### src/rtl/ahbl_pkg.sv
// Shared AHB-Lite constants and the default-slave state encoding.
package ahbl_pkg;

    localparam logic [1:0] HTRANS_IDLE = 2'b00;
    localparam logic [1:0] HTRANS_BUSY = 2'b01;
    localparam logic [1:0] HTRANS_NSEQ = 2'b10;
    localparam logic [1:0] HTRANS_SEQ  = 2'b11;

    localparam logic HRESP_OKAY  = 1'b0;
    localparam logic HRESP_ERROR = 1'b1;

    typedef enum logic [1:0] {
        DsIdle = 2'b00,
        DsErr1 = 2'b01,
        DsErr2 = 2'b10
    } ds_state_e;

endpackage

### src/rtl/ahbl_default_slave.sv
// Default slave for unmapped accesses: answers with the two-cycle AHB ERROR response.
module ahbl_default_slave
    import ahbl_pkg::*;
(
    input  logic clk,
    input  logic rst,
    input  logic hready,
    input  logic decerr_a,
    output logic hready_resp,
    output logic hresp,
    output logic err_active
);

    ds_state_e r_state;
    logic      r_hready_resp;
    logic      r_hresp;
    logic      r_err_active;

    // ERROR FSM with registered outputs; ERR2 may chain straight into another error.
    always_ff @(posedge clk or posedge rst) begin
        if (rst) begin
            r_state       <= DsIdle;
            r_hready_resp <= 1'b1;
            r_hresp       <= HRESP_OKAY;
            r_err_active  <= 1'b0;
        end else begin
            unique case (r_state)
                DsIdle: begin
                    if (hready && decerr_a) begin
                        r_state       <= DsErr1;
                        r_hready_resp <= 1'b0;
                        r_hresp       <= HRESP_ERROR;
                        r_err_active  <= 1'b1;
                    end
                end
                DsErr1: begin
                    r_state       <= DsErr2;
                    r_hready_resp <= 1'b1;
                    r_hresp       <= HRESP_ERROR;
                    r_err_active  <= 1'b1;
                end
                DsErr2: begin
                    if (hready && decerr_a) begin
                        r_state       <= DsErr1;
                        r_hready_resp <= 1'b0;
                        r_hresp       <= HRESP_ERROR;
                        r_err_active  <= 1'b1;
                    end else begin
                        r_state       <= DsIdle;
                        r_hready_resp <= 1'b1;
                        r_hresp       <= HRESP_OKAY;
                        r_err_active  <= 1'b0;
                    end
                end
                default: begin
                    r_state       <= DsIdle;
                    r_hready_resp <= 1'b1;
                    r_hresp       <= HRESP_OKAY;
                    r_err_active  <= 1'b0;
                end
            endcase
        end
    end

    assign hready_resp = r_hready_resp;
    assign hresp       = r_hresp;
    assign err_active  = r_err_active;

endmodule

### src/rtl/onehot_mux.sv
// Generic AND-OR multiplexer driven by a one-hot (or all-zero) select.
module onehot_mux #(
    parameter int unsigned N = 2,
    parameter int unsigned W = 1
) (
    input  logic [N-1:0]   sel,
    input  logic [N*W-1:0] din,
    output logic [W-1:0]   dout
);

    // OR together every lane whose select bit is set; all-zero select yields zero.
    always_comb begin
        dout = '0;
        for (int unsigned i = 0; i < N; i++) begin
            dout = dout | (din[i*W +: W] & {W{sel[i]}});
        end
    end

endmodule

### src/rtl/ahbl_splitter.sv
// 1:N AHB-Lite address decoder / splitter with an internal ERROR default slave.
// Optional macro AHBL_SPLITTER_DECERR_LOG_EN adds a sticky first-decode-error address log.
module ahbl_splitter
    import ahbl_pkg::*;
#(
    parameter int unsigned               N_PORTS   = 2,
    parameter int unsigned               W_ADDR    = 32,
    parameter int unsigned               W_DATA    = 32,
    parameter logic [N_PORTS*W_ADDR-1:0] ADDR_MAP  = '0,
    parameter logic [N_PORTS*W_ADDR-1:0] ADDR_MASK = '0,
    parameter logic [N_PORTS-1:0]        CONN_MASK = '1
) (
    input  logic                       clk,
    input  logic                       rst,
    input  logic                       src_hready,
    output logic                       src_hready_resp,
    output logic                       src_hresp,
    input  logic [W_ADDR-1:0]          src_haddr,
    input  logic                       src_hwrite,
    input  logic [1:0]                 src_htrans,
    input  logic [2:0]                 src_hsize,
    input  logic [2:0]                 src_hburst,
    input  logic [3:0]                 src_hprot,
    input  logic                       src_hmastlock,
    input  logic                       src_hexcl,
    input  logic [7:0]                 src_hmaster,
    input  logic [W_DATA-1:0]          src_hwdata,
    output logic [W_DATA-1:0]          src_hrdata,
    output logic                       src_hexokay,
    output logic [N_PORTS-1:0]         dst_hready,
    input  logic [N_PORTS-1:0]         dst_hready_resp,
    input  logic [N_PORTS-1:0]         dst_hresp,
    output logic [N_PORTS*W_ADDR-1:0]  dst_haddr,
    output logic [N_PORTS-1:0]         dst_hwrite,
    output logic [N_PORTS*2-1:0]       dst_htrans,
    output logic [N_PORTS*3-1:0]       dst_hsize,
    output logic [N_PORTS*3-1:0]       dst_hburst,
    output logic [N_PORTS*4-1:0]       dst_hprot,
    output logic [N_PORTS-1:0]         dst_hmastlock,
    output logic [N_PORTS-1:0]         dst_hexcl,
    output logic [N_PORTS*8-1:0]       dst_hmaster,
    output logic [N_PORTS*W_DATA-1:0]  dst_hwdata,
    input  logic [N_PORTS*W_DATA-1:0]  dst_hrdata,
    input  logic [N_PORTS-1:0]         dst_hexokay,
    output logic [N_PORTS-1:0]         slave_sel_d
`ifdef AHBL_SPLITTER_DECERR_LOG_EN
    ,
    output logic [W_ADDR-1:0]          decerr_addr,
    output logic                       decerr_valid
`endif
);

    localparam int unsigned W_RESP = W_DATA + 3;

    logic [N_PORTS-1:0]        w_hit;
    logic [N_PORTS-1:0]        w_sel_a;
    logic                      w_decerr_a;
    logic [N_PORTS-1:0]        r_slave_sel_d;
    logic                      r_err_d;
    logic                      w_ds_hready_resp;
    logic                      w_ds_hresp;
    logic                      w_ds_err_active;
    logic [N_PORTS*W_RESP-1:0] w_resp_bus;
    logic [W_RESP-1:0]         w_resp_mux;

    // Per-port address match against the masked base address.
    always_comb begin
        for (int unsigned i = 0; i < N_PORTS; i++) begin
            w_hit[i] = CONN_MASK[i] &&
                (((src_haddr ^ ADDR_MAP[i*W_ADDR +: W_ADDR]) &
                  ADDR_MASK[i*W_ADDR +: W_ADDR]) == '0);
        end
    end

    // x & -x isolates the lowest set bit, so overlapping maps go to the lowest port.
    assign w_sel_a    = (w_hit & (-w_hit)) & {N_PORTS{src_htrans[1]}};
    assign w_decerr_a = src_htrans[1] && !(|w_hit);

    assign dst_hready    = {N_PORTS{src_hready}};
    assign dst_haddr     = {N_PORTS{src_haddr}};
    assign dst_hwrite    = {N_PORTS{src_hwrite}};
    assign dst_hsize     = {N_PORTS{src_hsize}};
    assign dst_hburst    = {N_PORTS{src_hburst}};
    assign dst_hprot     = {N_PORTS{src_hprot}};
    assign dst_hmastlock = {N_PORTS{src_hmastlock}};
    assign dst_hexcl     = {N_PORTS{src_hexcl}};
    assign dst_hmaster   = {N_PORTS{src_hmaster}};
    assign dst_hwdata    = {N_PORTS{src_hwdata}};

    // Only the selected port sees a real transfer; everyone else sees IDLE.
    always_comb begin
        for (int unsigned i = 0; i < N_PORTS; i++) begin
            dst_htrans[i*2 +: 2] = w_sel_a[i] ? src_htrans : HTRANS_IDLE;
        end
    end

    // Data-phase select and error flag advance only when the bus is ready.
    always_ff @(posedge clk or posedge rst) begin
        if (rst) begin
            r_slave_sel_d <= '0;
            r_err_d       <= 1'b0;
        end else if (src_hready) begin
            r_slave_sel_d <= w_sel_a;
            r_err_d       <= w_decerr_a;
        end
    end

    assign slave_sel_d = r_slave_sel_d;

    ahbl_default_slave u_default_slave (
        .clk         (clk),
        .rst         (rst),
        .hready      (src_hready),
        .decerr_a    (w_decerr_a),
        .hready_resp (w_ds_hready_resp),
        .hresp       (w_ds_hresp),
        .err_active  (w_ds_err_active)
    );

    // Pack each port's response fields into one lane for a single mux.
    always_comb begin
        for (int unsigned i = 0; i < N_PORTS; i++) begin
            w_resp_bus[i*W_RESP +: W_RESP] = {dst_hready_resp[i], dst_hresp[i],
                                              dst_hexokay[i], dst_hrdata[i*W_DATA +: W_DATA]};
        end
    end

    onehot_mux #(
        .N (N_PORTS),
        .W (W_RESP)
    ) u_resp_mux (
        .sel  (r_slave_sel_d),
        .din  (w_resp_bus),
        .dout (w_resp_mux)
    );

    // Upstream response: default slave during errors, selected slave, else idle OKAY.
    always_comb begin
        if (r_err_d || w_ds_err_active) begin
            src_hready_resp = w_ds_hready_resp;
            src_hresp       = w_ds_hresp;
            src_hexokay     = 1'b0;
            src_hrdata      = '0;
        end else if (|r_slave_sel_d) begin
            {src_hready_resp, src_hresp, src_hexokay, src_hrdata} = w_resp_mux;
        end else begin
            src_hready_resp = 1'b1;
            src_hresp       = HRESP_OKAY;
            src_hexokay     = 1'b0;
            src_hrdata      = '0;
        end
    end

`ifdef AHBL_SPLITTER_DECERR_LOG_EN
    logic [W_ADDR-1:0] r_decerr_addr;
    logic              r_decerr_valid;

    // Sticky log of the first decode error since reset; later errors are ignored.
    always_ff @(posedge clk or posedge rst) begin
        if (rst) begin
            r_decerr_addr  <= '0;
            r_decerr_valid <= 1'b0;
        end else if (src_hready && w_decerr_a && !r_decerr_valid) begin
            r_decerr_addr  <= src_haddr;
            r_decerr_valid <= 1'b1;
        end
    end

    assign decerr_addr  = r_decerr_addr;
    assign decerr_valid = r_decerr_valid;
`endif

endmodule

### config.mk
export PLATFORM = sky130hd
export DESIGN_NAME = ahbl_splitter
export DESIGN_NICKNAME = d
export VERILOG_FILES = /design/src/rtl/ahbl_pkg.sv /design/src/rtl/ahbl_default_slave.sv /design/src/rtl/onehot_mux.sv /design/src/rtl/ahbl_splitter.sv
export SDC_FILE = /design/constraint.sdc
export NUM_CORES = 1
export LEC_CHECK = 0
export BUFFER_PORTS_ARGS = -buffer_cell sky130_fd_sc_hd__buf_2
export CAP_MARGIN = 10
export CORE_AREA = 3 3 146 148
export DETAILED_ROUTE_END_ITERATION = 16
export DIE_AREA = 0 0 149 151
export GPL_TIMING_DRIVEN = 0
export PLACE_DENSITY = 0.34
export SETUP_SLACK_MARGIN = 0.5
export SYNTH_ARGS = -nofsm -noshare
export SYNTH_HDL_FRONTEND = slang
export SYNTH_SLANG_ARGS = --single-unit
### constraint.sdc
create_clock -name clk -period 0.9 [get_ports clk]
set_input_delay 0.045 -clock clk [delete_from_list [all_inputs] [get_ports clk]]
set_output_delay 0.045 -clock clk [all_outputs]
set_load 0.01 [all_outputs]
==> impl_results.html, run 1 <==
<table>
<tr><th>Metric</th><th>Value</th></tr>
<tr><th colspan="2">Hold path</th></tr>
<tr><td>Path category of the worst min-delay check</td><td>in2async</td></tr>
<tr><th colspan="2">Worst setup path</th></tr>
<tr><td>Slowest stage delay, CP</td><td>between 0.4 and 0.5 ns</td></tr>
<tr><td>WP data arrival</td><td>about 0.85 ns</td></tr>
<tr><td>Cell with the largest stage delay on the worst path</td><td>dfrtp_2</td></tr>
<tr><td>Element type at the critical path start</td><td>register</td></tr>
<tr><td>Capturing element type of the critical path</td><td>register</td></tr>
<tr><td>Peak fanout along the critical path</td><td>7</td></tr>
<tr><td>Required time of the critical path</td><td>just under 0.8 ns</td></tr>
<tr><td>Kind of cell with the highest combined delay on the critical path</td><td>flip-flops</td></tr>
<tr><td>Number of buffer and inverter stages on the critical path</td><td>1</td></tr>
<tr><td>Cell Chain, Critical Path</td><td>buf_4 -&gt; mux2_2</td></tr>
<tr><td>Setup Crit Path Kind</td><td>reg2reg</td></tr>
<tr><th colspan="2">Placement</th></tr>
<tr><td>Final RePlAce weighted congestion</td><td>0.711</td></tr>
<tr><td>Number of buffer cells added on primary ports</td><td>249</td></tr>
<tr><td>Half-perimeter wire length after detailed placement</td><td>6030 um</td></tr>
<tr><td>Post-placement setup slack</td><td>-0.182 ns</td></tr>
<tr><td>Inst Count DP</td><td>740</td></tr>
<tr><td>Placed standard-cell area</td><td>about 3200 um2</td></tr>
<tr><th colspan="2">Cells and area</th></tr>
<tr><td>Flip-flop count of the largest register, all copies and words added</td><td>1</td></tr>
<tr><td>Area growth from synthesis to final layout</td><td>105%</td></tr>
<tr><td>Proportion of layout cells with a drive suffix above 1</td><td>between 90% and 100%</td></tr>
<tr><td>Count of antenna diodes in the layout</td><td>0</td></tr>
<tr><td>Non-filler instance count after layout</td><td>741</td></tr>
<tr><td>Leading cell type in the layout, fill and taps excluded</td><td>buf_2</td></tr>
<tr><td>Layout net count</td><td>approximately 630</td></tr>
<tr><td>Area of all placed cells without fillers</td><td>approximately 3400 um2</td></tr>
<tr><td>Top library cells by usage in the layout, fill and taps aside</td><td>234 x buf_2, 176 x buf_4, 34 x and2_2</td></tr>
<tr><td>Number of fillers in the final layout</td><td>between 2000 and 2500</td></tr>
<tr><th colspan="2">Global routing</th></tr>
<tr><td>Total grt overflow</td><td>0</td></tr>
<tr><td>Via count of the first global-routing pass</td><td>1696</td></tr>
<tr><td>Maximum number of pins on one net before global-route repair</td><td>11</td></tr>
<tr><td>Aggregate global-route resource usage</td><td>4.38%</td></tr>
<tr><td>Initial antenna violation count</td><td>0</td></tr>
<tr><td>Wire length of the first global-routing pass</td><td>8120 um</td></tr>
<tr><th colspan="2">Status</th></tr>
<tr><td>Violations in the final reports</td><td>negative hold slack, negative setup slack</td></tr>
<tr><td>Status</td><td>complete, but fails checks</td></tr>
<tr><th colspan="2">Drt</th></tr>
<tr><td>Drt total wl</td><td>approximately 6300 um</td></tr>
<tr><td>Count of vias placed by the detailed router</td><td>1925</td></tr>
<tr><td>Number of violations reported at the end of detailed-routing iteration 0</td><td>12</td></tr>
<tr><td>Drt pass-1 iters</td><td>4</td></tr>
<tr><td>Post-DR wirelength/cell</td><td>8.56 um</td></tr>
<tr><td>Via count normalized by instance count</td><td>2.60</td></tr>
<tr><td>Antenna viol nets, final</td><td>0</td></tr>
<tr><td>Number of remaining DRC errors</td><td>0</td></tr>
<tr><th colspan="2">STA</th></tr>
<tr><td>Tmin final</td><td>around 0.98 ns</td></tr>
<tr><td>Number of slew-limit violations in the final report</td><td>0</td></tr>
<tr><td>Max Freq</td><td>~1000 MHz</td></tr>
<tr><td>Final Cycle Share</td><td>109%</td></tr>
<tr><td>RSZ-0062 raised after global routing</td><td>yes</td></tr>
<tr><td>Final Hold Violating Endpoints</td><td>1</td></tr>
<tr><td>Worst clock skew</td><td>0 ns</td></tr>
<tr><td>Final-report setup violation count</td><td>36</td></tr>
<tr><td>Post-layout worst setup margin</td><td>-0.0793 ns</td></tr>
<tr><td>Minimum hold slack</td><td>-0.122 ns</td></tr>
<tr><td>Total negative slack for setup checks</td><td>-1.74 ns</td></tr>
<tr><th colspan="2">Yosys</th></tr>
<tr><td>Mean post-synth cell area</td><td>roughly 7.5 um2</td></tr>
<tr><td>Share of the synthesized area in the top cell type</td><td>about four fifths</td></tr>
<tr><td>Netlist cell types</td><td>9</td></tr>
<tr><td>Number of cells produced by synthesis</td><td>roughly 220</td></tr>
<tr><td>Area of the mapped netlist</td><td>roughly 1600 um2</td></tr>
<tr><td>Library cell with the largest summed area after synthesis</td><td>buf_4</td></tr>
<tr><td>Number of storage elements in the synthesis netlist</td><td>1</td></tr>
<tr><td>Seq/Total Area, Yosys</td><td>under 10%</td></tr>
<tr><td>Biggest area contributors in the synthesized netlist</td><td>buf_4 80%, and2_2 15%, dfrtp_1 1.5%</td></tr>
<tr><td>Warnings from Yosys</td><td>0</td></tr>
<tr><th colspan="2">Power</th></tr>
<tr><td>Maximum ir drop on the vdd rail</td><td>approximately 0.33 mV</td></tr>
<tr><td>PD cells</td><td>around 520 nW/um2</td></tr>
<tr><td>Pleak</td><td>between 2 and 2.5 nW</td></tr>
<tr><th colspan="2">Clock tree</th></tr>
<tr><td>Clock edge transition at the registers on the reported setup and hold paths</td><td>0 ns</td></tr>
<tr><td>Source-to-sink clock delay at the later pin of the worst-skew pair</td><td>0 ns</td></tr>
<tr><th colspan="2">Floorplan</th></tr>
<tr><td>Effective utilization at floorplan</td><td>between 8 and 9%</td></tr>
<tr><td>Boundary Pins</td><td>approximately 370</td></tr>
<tr><td>Die outline width</td><td>between 100 and 150 um</td></tr>
<tr><td>Die area</td><td>around 22000 um2</td></tr>
<tr><td>Total core area</td><td>about 20000 um2</td></tr>
<tr><td>Row cnt</td><td>52</td></tr>
<tr><td>Vertical die dimension</td><td>151 um</td></tr>
<tr><th colspan="2">Job</th></tr>
<tr><td>Max Cap Violations</td><td>0</td></tr>
</table>
==> per-stage QoR <==
stage | total power, W | util, %
after floorplan | 0.00108 | -
after detailed placement | 0.00170 | 16.1
final | 0.00177 | 16.7
after global placement | 0.00172 | 16.1
after CTS | 0.00180 | 16.7
after global routing | 0.00191 | 16.7
==> per-layer routing <==
metal	part of all wire, %	global-route usage [%]	wire length [um]
met1	24	3.54	1530
met2	61	10.8	3900
met3	14	0.748	915
met4	0	0	0
met5	0	0	0
==> kinds of logic after synthesis <==
kind of cell,count (synthesis),share of synthesized area (%)
simple gates,36,16.3
other cells,1,0.227
mux,1,0.683
buf+inv,180,81.3
flops,1,1.52
==> where the power goes <==
part	total, W	internal, W	switching, W
combinational	0.00171	0.00105	0.000655
clock	0	0	0
sequential	0.0000600	0.0000513	0.00000879
==> layout make-up <==
class / count / area [um2] / area share [%]
buffer: 179 / 1360 / 40.3
timing repair buffer: 250 / 1360 / 40.1
tap: 270 / 338 / 10.0
multi-input combinational: 40 / 294 / 8.70
sequential: 1 / 26.3 / 0.778
inverter: 1 / 3.75 / 0.111
==> timing repair <==
item / 4_1_cts / 5_1_grt
gates resized for setup: 25 / 3
endpoints found under the hold margin: 1 / 1
setup buffers: 1 / 0
endpoints found under the setup margin: 41 / 41
gates cloned: 0 / 0
pin swaps: 1 / 1
==> synth_stat cells <==
cell,instances
and2_1,1
conb_1,1
and2_2,34
or2b_1,1
dfrtp_1,1
mux2_2,1
clkbuf_2,3
inv_1,1
buf_4,176
==> worst paths after layout <==
| check | start | endpoint | slack [ns] | cells past startpoint |
|---|---|---|---|---|
| hold reg to reg | slave_sel_d[0] | slave_sel_d[0] | 0.74 | 2 |
| setup / recovery | slave_sel_d[0] | slave_sel_d[0] | -0.08 | 2 |
| min in group clk | src_haddr[20] | dst_haddr[52] | 0.27 | 2 |
| max in group asynchronous | rst | slave_sel_d[0] | 0.92 | 2 |
| hold / removal | rst | slave_sel_d[0] | -0.12 | 2 |
| setup reg to reg | slave_sel_d[0] | slave_sel_d[0] | -0.08 | 2 |
Note: power is estimated with default switching activity, not from simulation.
==> run 2: changes to the inputs <==
--- a/config.mk
+++ b/config.mk
@@ -7,11 +7,11 @@
 export LEC_CHECK = 0
 export BUFFER_PORTS_ARGS = -buffer_cell sky130_fd_sc_hd__buf_2
 export CAP_MARGIN = 10
-export CORE_AREA = 3 3 146 148
+export CORE_AREA = 3 3 143 145
 export DETAILED_ROUTE_END_ITERATION = 16
-export DIE_AREA = 0 0 149 151
+export DIE_AREA = 0 0 146 148
 export GPL_TIMING_DRIVEN = 0
-export PLACE_DENSITY = 0.34
+export PLACE_DENSITY = 0.36
 export SETUP_SLACK_MARGIN = 0.5
 export SYNTH_ARGS = -nofsm -noshare
 export SYNTH_HDL_FRONTEND = slang
==> constraint.sdc (replaced) <==
create_clock -name clk -period 0.8 [get_ports clk]
set_input_delay 0.04 -clock clk [delete_from_list [all_inputs] [get_ports clk]]
set_output_delay 0.04 -clock clk [all_outputs]
set_load 0.01 [all_outputs]
==> impl_results.html, run 2 (same netlist as run 1, synthesis figures left out) <==
<table>
<tr><th>Metric</th><th>Value</th></tr>
<tr><th colspan="2">Drt</th></tr>
<tr><td>Number of violations reported at the end of detailed-routing iteration 0</td><td>6 (-6)</td></tr>
<tr><td>Sum of met3 wire segment lengths after detailed routing</td><td>1180 um (+29%)</td></tr>
<tr><td>Highest metal layer used by the detailed router</td><td>met3</td></tr>
<tr><td>Number of remaining DRC errors</td><td>0 (unchanged)</td></tr>
<tr><td>Drt total wl</td><td>9260 um (+46%)</td></tr>
<tr><td>Count of vias placed by the detailed router</td><td>2117 (+10%)</td></tr>
<tr><td>Via count normalized by instance count</td><td>2.87 (+10%)</td></tr>
<tr><td>DRT met1 WL</td><td>2510 um (+64%)</td></tr>
<tr><td>Antenna viol nets, final</td><td>0 (unchanged)</td></tr>
<tr><td>Drt pass-1 iters</td><td>2 (-2)</td></tr>
<tr><td>Post-DR wirelength/cell</td><td>12.6 um (+47%)</td></tr>
<tr><td>Amount of wire on met2 after detailed routing</td><td>5570 um (+43%)</td></tr>
<tr><th colspan="2">Worst setup path</th></tr>
<tr><td>Required time of the critical path</td><td>0.76 ns (about the same)</td></tr>
<tr><td>WP data arrival</td><td>0.94 ns (+0.09 ns)</td></tr>
<tr><td>Terminus of the critical flop-to-flop path</td><td>slave_sel_d[0]</td></tr>
<tr><td>Setup Crit Path Kind</td><td>reg2out</td></tr>
<tr><td>Worst reg2reg setup slack</td><td>-0.10 ns (-0.02 ns)</td></tr>
<tr><td>Reg2reg path depth</td><td>1 (-1)</td></tr>
<tr><td>Element type at the critical path start</td><td>register</td></tr>
<tr><td>Reg2Reg Launch Point</td><td>slave_sel_d[0]</td></tr>
<tr><td>Capturing element type of the critical path</td><td>output pin</td></tr>
<tr><td>Start point of the critical path</td><td>slave_sel_d[0]</td></tr>
<tr><td>Peak fanout along the critical path</td><td>10 (+3)</td></tr>
<tr><th colspan="2">Cells and area</th></tr>
<tr><td>Area of all placed cells without fillers</td><td>5260 um2 (+56%)</td></tr>
<tr><td>Proportion of layout cells with a drive suffix above 1</td><td>98.9% (about the same)</td></tr>
<tr><td>Flip-flop count of the largest register, all copies and words added</td><td>1 (unchanged)</td></tr>
<tr><td>Area taken by multi-input logic gates</td><td>319 um2 (+8.5%)</td></tr>
<tr><td>Top library cells by usage in the layout, fill and taps aside</td><td>378 x buf_6, 43 x buf_2, 21 x and2_4</td></tr>
<tr><td>Sequential cell area</td><td>26.3 um2 (unchanged)</td></tr>
<tr><td>Count of antenna diodes in the layout</td><td>0 (unchanged)</td></tr>
<tr><td>Post-route core utilization</td><td>27.2% (+10 points)</td></tr>
<tr><td>Non-filler instance count after layout</td><td>738 (-0.40%)</td></tr>
<tr><td>Area growth from synthesis to final layout</td><td>219%</td></tr>
<tr><td>Number of fillers in the final layout</td><td>2049 (-13%)</td></tr>
<tr><td>Leading cell type in the layout, fill and taps excluded</td><td>buf_6</td></tr>
<tr><td>Layout net count</td><td>635 (+0.32%)</td></tr>
<tr><th colspan="2">STA</th></tr>
<tr><td>Tmin final</td><td>just under 1 ns</td></tr>
<tr><td>Final Cycle Share</td><td>122%</td></tr>
<tr><td>Final Hold Violating Endpoints</td><td>1 (unchanged)</td></tr>
<tr><td>Max Freq</td><td>roughly 1000 MHz</td></tr>
<tr><td>Final-report setup violation count</td><td>37 (+2.8%)</td></tr>
<tr><td>Post-layout worst setup margin</td><td>-0.177 ns (-0.0975 ns)</td></tr>
<tr><td>Minimum hold slack</td><td>-0.114 ns (+0.00812 ns)</td></tr>
<tr><td>RSZ-0062 raised after global routing</td><td>yes</td></tr>
<tr><td>Worst clock skew</td><td>0 ns (unchanged)</td></tr>
<tr><td>Total negative slack for setup checks</td><td>-5.15 ns (-3.40 ns)</td></tr>
<tr><td>Number of slew-limit violations in the final report</td><td>0 (unchanged)</td></tr>
<tr><th colspan="2">Floorplan</th></tr>
<tr><td>Die outline width</td><td>146 um (-2.0%)</td></tr>
<tr><td>Total core area</td><td>19300 um2 (-4.1%)</td></tr>
<tr><td>Effective utilization at floorplan</td><td>8.53% (+0.35 points)</td></tr>
<tr><td>Boundary Pins</td><td>373 (unchanged)</td></tr>
<tr><td>Row cnt</td><td>51 (-1.9%)</td></tr>
<tr><td>Vertical die dimension</td><td>148 um (-2.0%)</td></tr>
<tr><td>Die area</td><td>21600 um2 (-4.0%)</td></tr>
<tr><th colspan="2">Power</th></tr>
<tr><td>Part of the power in registers</td><td>2.3% (-1.1 points)</td></tr>
<tr><td>Pleak</td><td>2.70 nW (+31%)</td></tr>
<tr><td>Maximum ir drop on the vdd rail</td><td>0.486 mV (+48%)</td></tr>
<tr><td>Switching share of power</td><td>30.7% (-6.9 points)</td></tr>
<tr><td>PD cells</td><td>600 nW/um2 (+15%)</td></tr>
<tr><td>Pint</td><td>0.00219 W (+98%)</td></tr>
<tr><td>Clock share of power</td><td>0% (unchanged)</td></tr>
<tr><td>NetSw</td><td>0.000969 W (+46%)</td></tr>
<tr><td>Combinational share of power</td><td>97.7% (+1.1 points)</td></tr>
<tr><th colspan="2">Global routing</th></tr>
<tr><td>Total grt overflow</td><td>0 (unchanged)</td></tr>
<tr><td>Aggregate global-route resource usage</td><td>7.06% (+2.7 points)</td></tr>
<tr><td>Initial antenna violation count</td><td>0 (unchanged)</td></tr>
<tr><td>Via count of the first global-routing pass</td><td>2186 (+29%)</td></tr>
<tr><td>Maximum number of pins on one net before global-route repair</td><td>11 (unchanged)</td></tr>
<tr><td>Wire length of the first global-routing pass</td><td>12200 um (+51%)</td></tr>
<tr><th colspan="2">Placement</th></tr>
<tr><td>Inst Count DP</td><td>735 (-0.68%)</td></tr>
<tr><td>Placed standard-cell area</td><td>3240 um2 (-0.19%)</td></tr>
<tr><td>Number of buffer cells added on primary ports</td><td>249 (unchanged)</td></tr>
<tr><td>Final RePlAce weighted congestion</td><td>0.687 (-3.4%)</td></tr>
<tr><td>Half-perimeter wire length after detailed placement</td><td>7490 um (+24%)</td></tr>
<tr><td>Post-placement setup slack</td><td>-0.269 ns (-0.0870 ns)</td></tr>
<tr><th colspan="2">Status</th></tr>
<tr><td>Violations in the final reports</td><td>negative hold slack, negative setup slack</td></tr>
<tr><td>Status</td><td>complete, but fails checks</td></tr>
<tr><th colspan="2">Job</th></tr>
<tr><td>Max Cap Violations</td><td>0 (unchanged)</td></tr>
<tr><th colspan="2">Clock tree</th></tr>
<tr><td>Source-to-sink clock delay at the later pin of the worst-skew pair</td><td>0 ns (unchanged)</td></tr>
<tr><td>Clock edge transition at the registers on the reported setup and hold paths</td><td>0 ns (unchanged)</td></tr>
<tr><th colspan="2">Hold path</th></tr>
<tr><td>Path category of the worst min-delay check</td><td>in2async</td></tr>
</table>
[run 2: cell count changes in the layout (fill, tap and decap cells not counted), sizes merged]
cell	delta
buf	+2
[run 2: how the worst max path moves through the flow]
stage	endpoint	slack, ns	depth (start not counted)
4_1_cts	src_hrdata[31]	-0.21	3
3_3_place_gp	src_hrdata[26]	-0.27	3
5_1_grt	src_hrdata[20]	-0.20	3
2_1_floorplan	slave_sel_d[0]	-0.02	1
3_5_place_dp	src_hrdata[27]	-0.27	3
6_report	src_hrdata[20]	-0.18	3
[run 2: metal layers]
layer | vias up | global-route usage, %
li1 | 983 | -
met1 | 941 | 6.39
met2 | 193 | 15.7
met3 | 0 | 2.33
met4 | 0 | 0
met5 | - | 0
[run 2: power by group through the flow]
stage | sequential, W | combinational (W) | clock, W
6_report | 0.0000733 | 0.00309 | 0
5_1_grt | 0.0000748 | 0.00325 | 0
4_1_cts | 0.0000722 | 0.00292 | 0
3_5_place_dp | 0.0000727 | 0.00191 | 0
3_3_place_gp | 0.0000732 | 0.00191 | 0
2_1_floorplan | 0.0000681 | 0.00115 | 0
[run 2: timing repair]
| action | CTS | global route |
|---|---|---|
| pin swaps | 1 | 1 |
| buffers inserted | 2 | 1 |
| resized for setup | 317 | 107 |
| endpoints found under the hold margin | 1 | 1 |
| endpoints found under the setup margin | 211 | 137 |
[run 2: per-stage QoR]
step / power [W] / hold WS [ns]
after floorplan: 0.00121 / -0.231
after global placement: 0.00198 / -0.122
after detailed placement: 0.00198 / -0.122
after CTS: 0.00299 / -0.122
after global routing: 0.00332 / -0.102
final: 0.00316 / -0.114
[run 2: layout make-up]
type	count	area share, %
multi-input cells	40	6.06
inverters	1	0.0713
repair buffers	252	48.9
plain buffers	179	38.1
flip-flops and latches	1	0.499
well taps	265	6.30
[run 2: worst max-delay path, stage by stage (launching register included)]
cell and delay (ns):
dfrtp_2 0.46, buf_8 0.16, and2_2 0.16, buf_2 0.15
==> run 3: changes to the inputs <==
--- a/config.mk
+++ b/config.mk
@@ -12,6 +12,7 @@
 export DIE_AREA = 0 0 146 148
 export GPL_TIMING_DRIVEN = 0
 export PLACE_DENSITY = 0.36
+export RECOVER_POWER = 50
 export SETUP_SLACK_MARGIN = 0.5
 export SYNTH_ARGS = -nofsm -noshare
 export SYNTH_HDL_FRONTEND = slang
==> impl_results.html, run 3 (same netlist as run 1, synthesis figures left out) <==
<table>
<tr><th>Metric</th><th>Value</th></tr>
<tr><th colspan="2">Worst setup path</th></tr>
<tr><td>Peak fanout along the critical path</td><td>10 (unchanged)</td></tr>
<tr><td>Worst reg2reg setup slack</td><td>-0.10 ns (about the same)</td></tr>
<tr><td>Critical path endpoint</td><td>src_hrdata[7]</td></tr>
<tr><td>Start point of the critical path</td><td>slave_sel_d[0]</td></tr>
<tr><td>Kind of cell with the highest combined delay on the critical path</td><td>flip-flops</td></tr>
<tr><td>Cell with the largest stage delay on the worst path</td><td>dfrtp_2</td></tr>
<tr><td>Reg2Reg Launch Point</td><td>slave_sel_d[0]</td></tr>
<tr><td>Capturing element type of the critical path</td><td>output pin</td></tr>
<tr><td>Setup Crit Path Kind</td><td>reg2out</td></tr>
<tr><td>Cell Chain, Critical Path</td><td>buf_8 -&gt; and2_2 -&gt; buf_2</td></tr>
<tr><td>Reg2reg path depth</td><td>1 (unchanged)</td></tr>
<tr><td>Crit path depth</td><td>3 (unchanged)</td></tr>
<tr><td>Terminus of the critical flop-to-flop path</td><td>slave_sel_d[0]</td></tr>
<tr><td>Required time of the critical path</td><td>0.76 ns (about the same)</td></tr>
<tr><td>WP data arrival</td><td>0.94 ns (about the same)</td></tr>
<tr><td>Slowest stage delay, CP</td><td>0.46 ns (about the same)</td></tr>
<tr><td>Number of buffer and inverter stages on the critical path</td><td>2 (unchanged)</td></tr>
<tr><td>Element type at the critical path start</td><td>register</td></tr>
<tr><th colspan="2">Placement</th></tr>
<tr><td>Placed standard-cell area</td><td>3240 um2 (unchanged)</td></tr>
<tr><td>Half-perimeter wire length after detailed placement</td><td>7490 um (unchanged)</td></tr>
<tr><td>Number of buffer cells added on primary ports</td><td>249 (unchanged)</td></tr>
<tr><td>Final RePlAce weighted congestion</td><td>0.687 (unchanged)</td></tr>
<tr><th colspan="2">STA</th></tr>
<tr><td>Total negative slack for setup checks</td><td>-5.14 ns (+0.00755 ns)</td></tr>
<tr><td>Final Cycle Share</td><td>122% (about the same)</td></tr>
<tr><td>Minimum hold slack</td><td>-0.115 ns (-0.000612 ns)</td></tr>
<tr><td>Max Freq</td><td>1020 MHz (about the same)</td></tr>
<tr><td>Final-report setup violation count</td><td>37 (unchanged)</td></tr>
<tr><td>Tmin final</td><td>0.976 ns (-0.000763 ns)</td></tr>
<tr><td>Final Hold Violating Endpoints</td><td>1 (unchanged)</td></tr>
<tr><td>Number of slew-limit violations in the final report</td><td>0 (unchanged)</td></tr>
<tr><td>Worst clock skew</td><td>0 ns (unchanged)</td></tr>
<tr><td>Post-layout worst setup margin</td><td>-0.176 ns (+0.000763 ns)</td></tr>
<tr><td>RSZ-0062 raised after global routing</td><td>yes</td></tr>
<tr><th colspan="2">Global routing</th></tr>
<tr><td>Wire length of the first global-routing pass</td><td>12200 um (unchanged)</td></tr>
<tr><td>Via count of the first global-routing pass</td><td>2186 (unchanged)</td></tr>
<tr><td>Aggregate global-route resource usage</td><td>7.06% (unchanged)</td></tr>
<tr><td>Total grt overflow</td><td>0 (unchanged)</td></tr>
<tr><td>Maximum number of pins on one net before global-route repair</td><td>11 (unchanged)</td></tr>
<tr><td>Initial antenna violation count</td><td>0 (unchanged)</td></tr>
<tr><th colspan="2">Drt</th></tr>
<tr><td>Number of remaining DRC errors</td><td>0 (unchanged)</td></tr>
<tr><td>Via count normalized by instance count</td><td>2.87 (+0.19%)</td></tr>
<tr><td>Drt pass-1 iters</td><td>2 (unchanged)</td></tr>
<tr><td>Antenna viol nets, final</td><td>0 (unchanged)</td></tr>
<tr><td>Number of violations reported at the end of detailed-routing iteration 0</td><td>3 (-3)</td></tr>
<tr><td>Count of vias placed by the detailed router</td><td>2121 (+0.19%)</td></tr>
<tr><td>Drt total wl</td><td>9330 um (+0.70%)</td></tr>
<tr><td>Post-DR wirelength/cell</td><td>12.6 um (+0.70%)</td></tr>
<tr><th colspan="2">Cells and area</th></tr>
<tr><td>Post-route core utilization</td><td>23.9% (-3.3 points)</td></tr>
<tr><td>Layout net count</td><td>635 (unchanged)</td></tr>
<tr><td>Count of antenna diodes in the layout</td><td>0 (unchanged)</td></tr>
<tr><td>Leading cell type in the layout, fill and taps excluded</td><td>buf_6</td></tr>
<tr><td>Top library cells by usage in the layout, fill and taps aside</td><td>292 x buf_6, 86 x clkbuf_1, 43 x buf_2</td></tr>
<tr><td>Proportion of layout cells with a drive suffix above 1</td><td>80.8% (-18 points)</td></tr>
<tr><td>Flip-flop count of the largest register, all copies and words added</td><td>1 (unchanged)</td></tr>
<tr><td>Area growth from synthesis to final layout</td><td>180%</td></tr>
<tr><td>Area of all placed cells without fillers</td><td>4620 um2 (-12%)</td></tr>
<tr><th colspan="2">Power</th></tr>
<tr><td>Maximum ir drop on the vdd rail</td><td>0.462 mV (-5.0%)</td></tr>
<tr><td>Clock share of power</td><td>0% (unchanged)</td></tr>
<tr><td>PD cells</td><td>605 nW/um2 (+0.86%)</td></tr>
<tr><td>Pleak</td><td>2.28 nW (-15%)</td></tr>
<tr><td>Combinational share of power</td><td>97.4% (-0.3 points)</td></tr>
<tr><td>Part of the power in registers</td><td>2.6% (+0.3 points)</td></tr>
<tr><td>Sum of internal, switching and leakage power</td><td>0.00280 W (-12%)</td></tr>
<tr><td>Switching share of power</td><td>33.1% (+2.4 points)</td></tr>
<tr><td>Pint</td><td>0.00187 W (-15%)</td></tr>
<tr><td>NetSw</td><td>0.000924 W (-4.6%)</td></tr>
<tr><th colspan="2">Floorplan</th></tr>
<tr><td>Boundary Pins</td><td>373 (unchanged)</td></tr>
<tr><td>Row cnt</td><td>51 (unchanged)</td></tr>
<tr><td>Total core area</td><td>19300 um2 (unchanged)</td></tr>
<tr><td>Die area</td><td>21600 um2 (unchanged)</td></tr>
<tr><td>Effective utilization at floorplan</td><td>8.53% (unchanged)</td></tr>
<tr><td>Vertical die dimension</td><td>148 um (unchanged)</td></tr>
<tr><td>Die outline width</td><td>146 um (unchanged)</td></tr>
<tr><th colspan="2">Clock tree</th></tr>
<tr><td>Clock edge transition at the registers on the reported setup and hold paths</td><td>0 ns (unchanged)</td></tr>
<tr><td>Source-to-sink clock delay at the later pin of the worst-skew pair</td><td>0 ns (unchanged)</td></tr>
<tr><th colspan="2">Hold path</th></tr>
<tr><td>Path category of the worst min-delay check</td><td>in2async</td></tr>
<tr><th colspan="2">Status</th></tr>
<tr><td>Status</td><td>complete, but fails checks</td></tr>
<tr><td>Violations in the final reports</td><td>negative hold slack, negative setup slack</td></tr>
<tr><th colspan="2">Job</th></tr>
<tr><td>Max Cap Violations</td><td>0 (unchanged)</td></tr>
</table>
==> run 3: metrics by stage <==
stage / setup slack, ns / cells
after detailed placement: -0.269 / 735
after global routing: -0.202 / 738
after CTS: -0.208 / 737
final: -0.176 / 738
after floorplan: -0.0238 / 221
after global placement: -0.271 / 735
==> run 3: area by class of cell <==
class                      instances  area, um2
tap                              265        332
buffer                           179       2010
fill                            2167      14700
sequential                         1       26.3
multi-input combinational         40        319
timing repair buffer             252       1930
inverter                           1       3.75
==> run 3: timing repair <==
action | in CTS | in global routing
setup endpoints to repair | 211 | 137
setup buffers | 2 | 1
pin swaps | 1 | 1
resized for setup | 317 | 107
hold endpoints to repair | 1 | 1
==> run 3: metal layers <==
metal | GRT usage (%) | routed length, um | vias to the layer above
met3 | 2.33 | 1180 | 0
li1 | - | - | 982
met2 | 15.7 | 5550 | 192
met1 | 6.39 | 2610 | 947
met5 | 0 | 0 | -
met4 | 0 | 0 | 0
==> run 3: power by group through the flow <==
| stage | Clock, W | Sequential [W] | Combinational [W] |
|---|---|---|---|
| 2_1_floorplan | 0 | 0.0000681 | 0.00115 |
| 3_3_place_gp | 0 | 0.0000732 | 0.00191 |
| 3_5_place_dp | 0 | 0.0000727 | 0.00191 |
| 4_1_cts | 0 | 0.0000722 | 0.00292 |
| 5_1_grt | 0 | 0.0000748 | 0.00288 |
| 6_report | 0 | 0.0000733 | 0.00272 |
==> run 3: worst min-delay path by stage <==
stage                     startpoint        endpoint  slack [ns]  cells past startpoint
after floorplan                  rst  slave_sel_d[0]       -0.23                      1
after global placement           rst  slave_sel_d[0]       -0.12                      2
after detailed placement         rst  slave_sel_d[0]       -0.12                      2
after CTS                        rst  slave_sel_d[0]       -0.12                      2
after global routing             rst  slave_sel_d[0]       -0.10                      2
final                            rst  slave_sel_d[0]       -0.11                      2
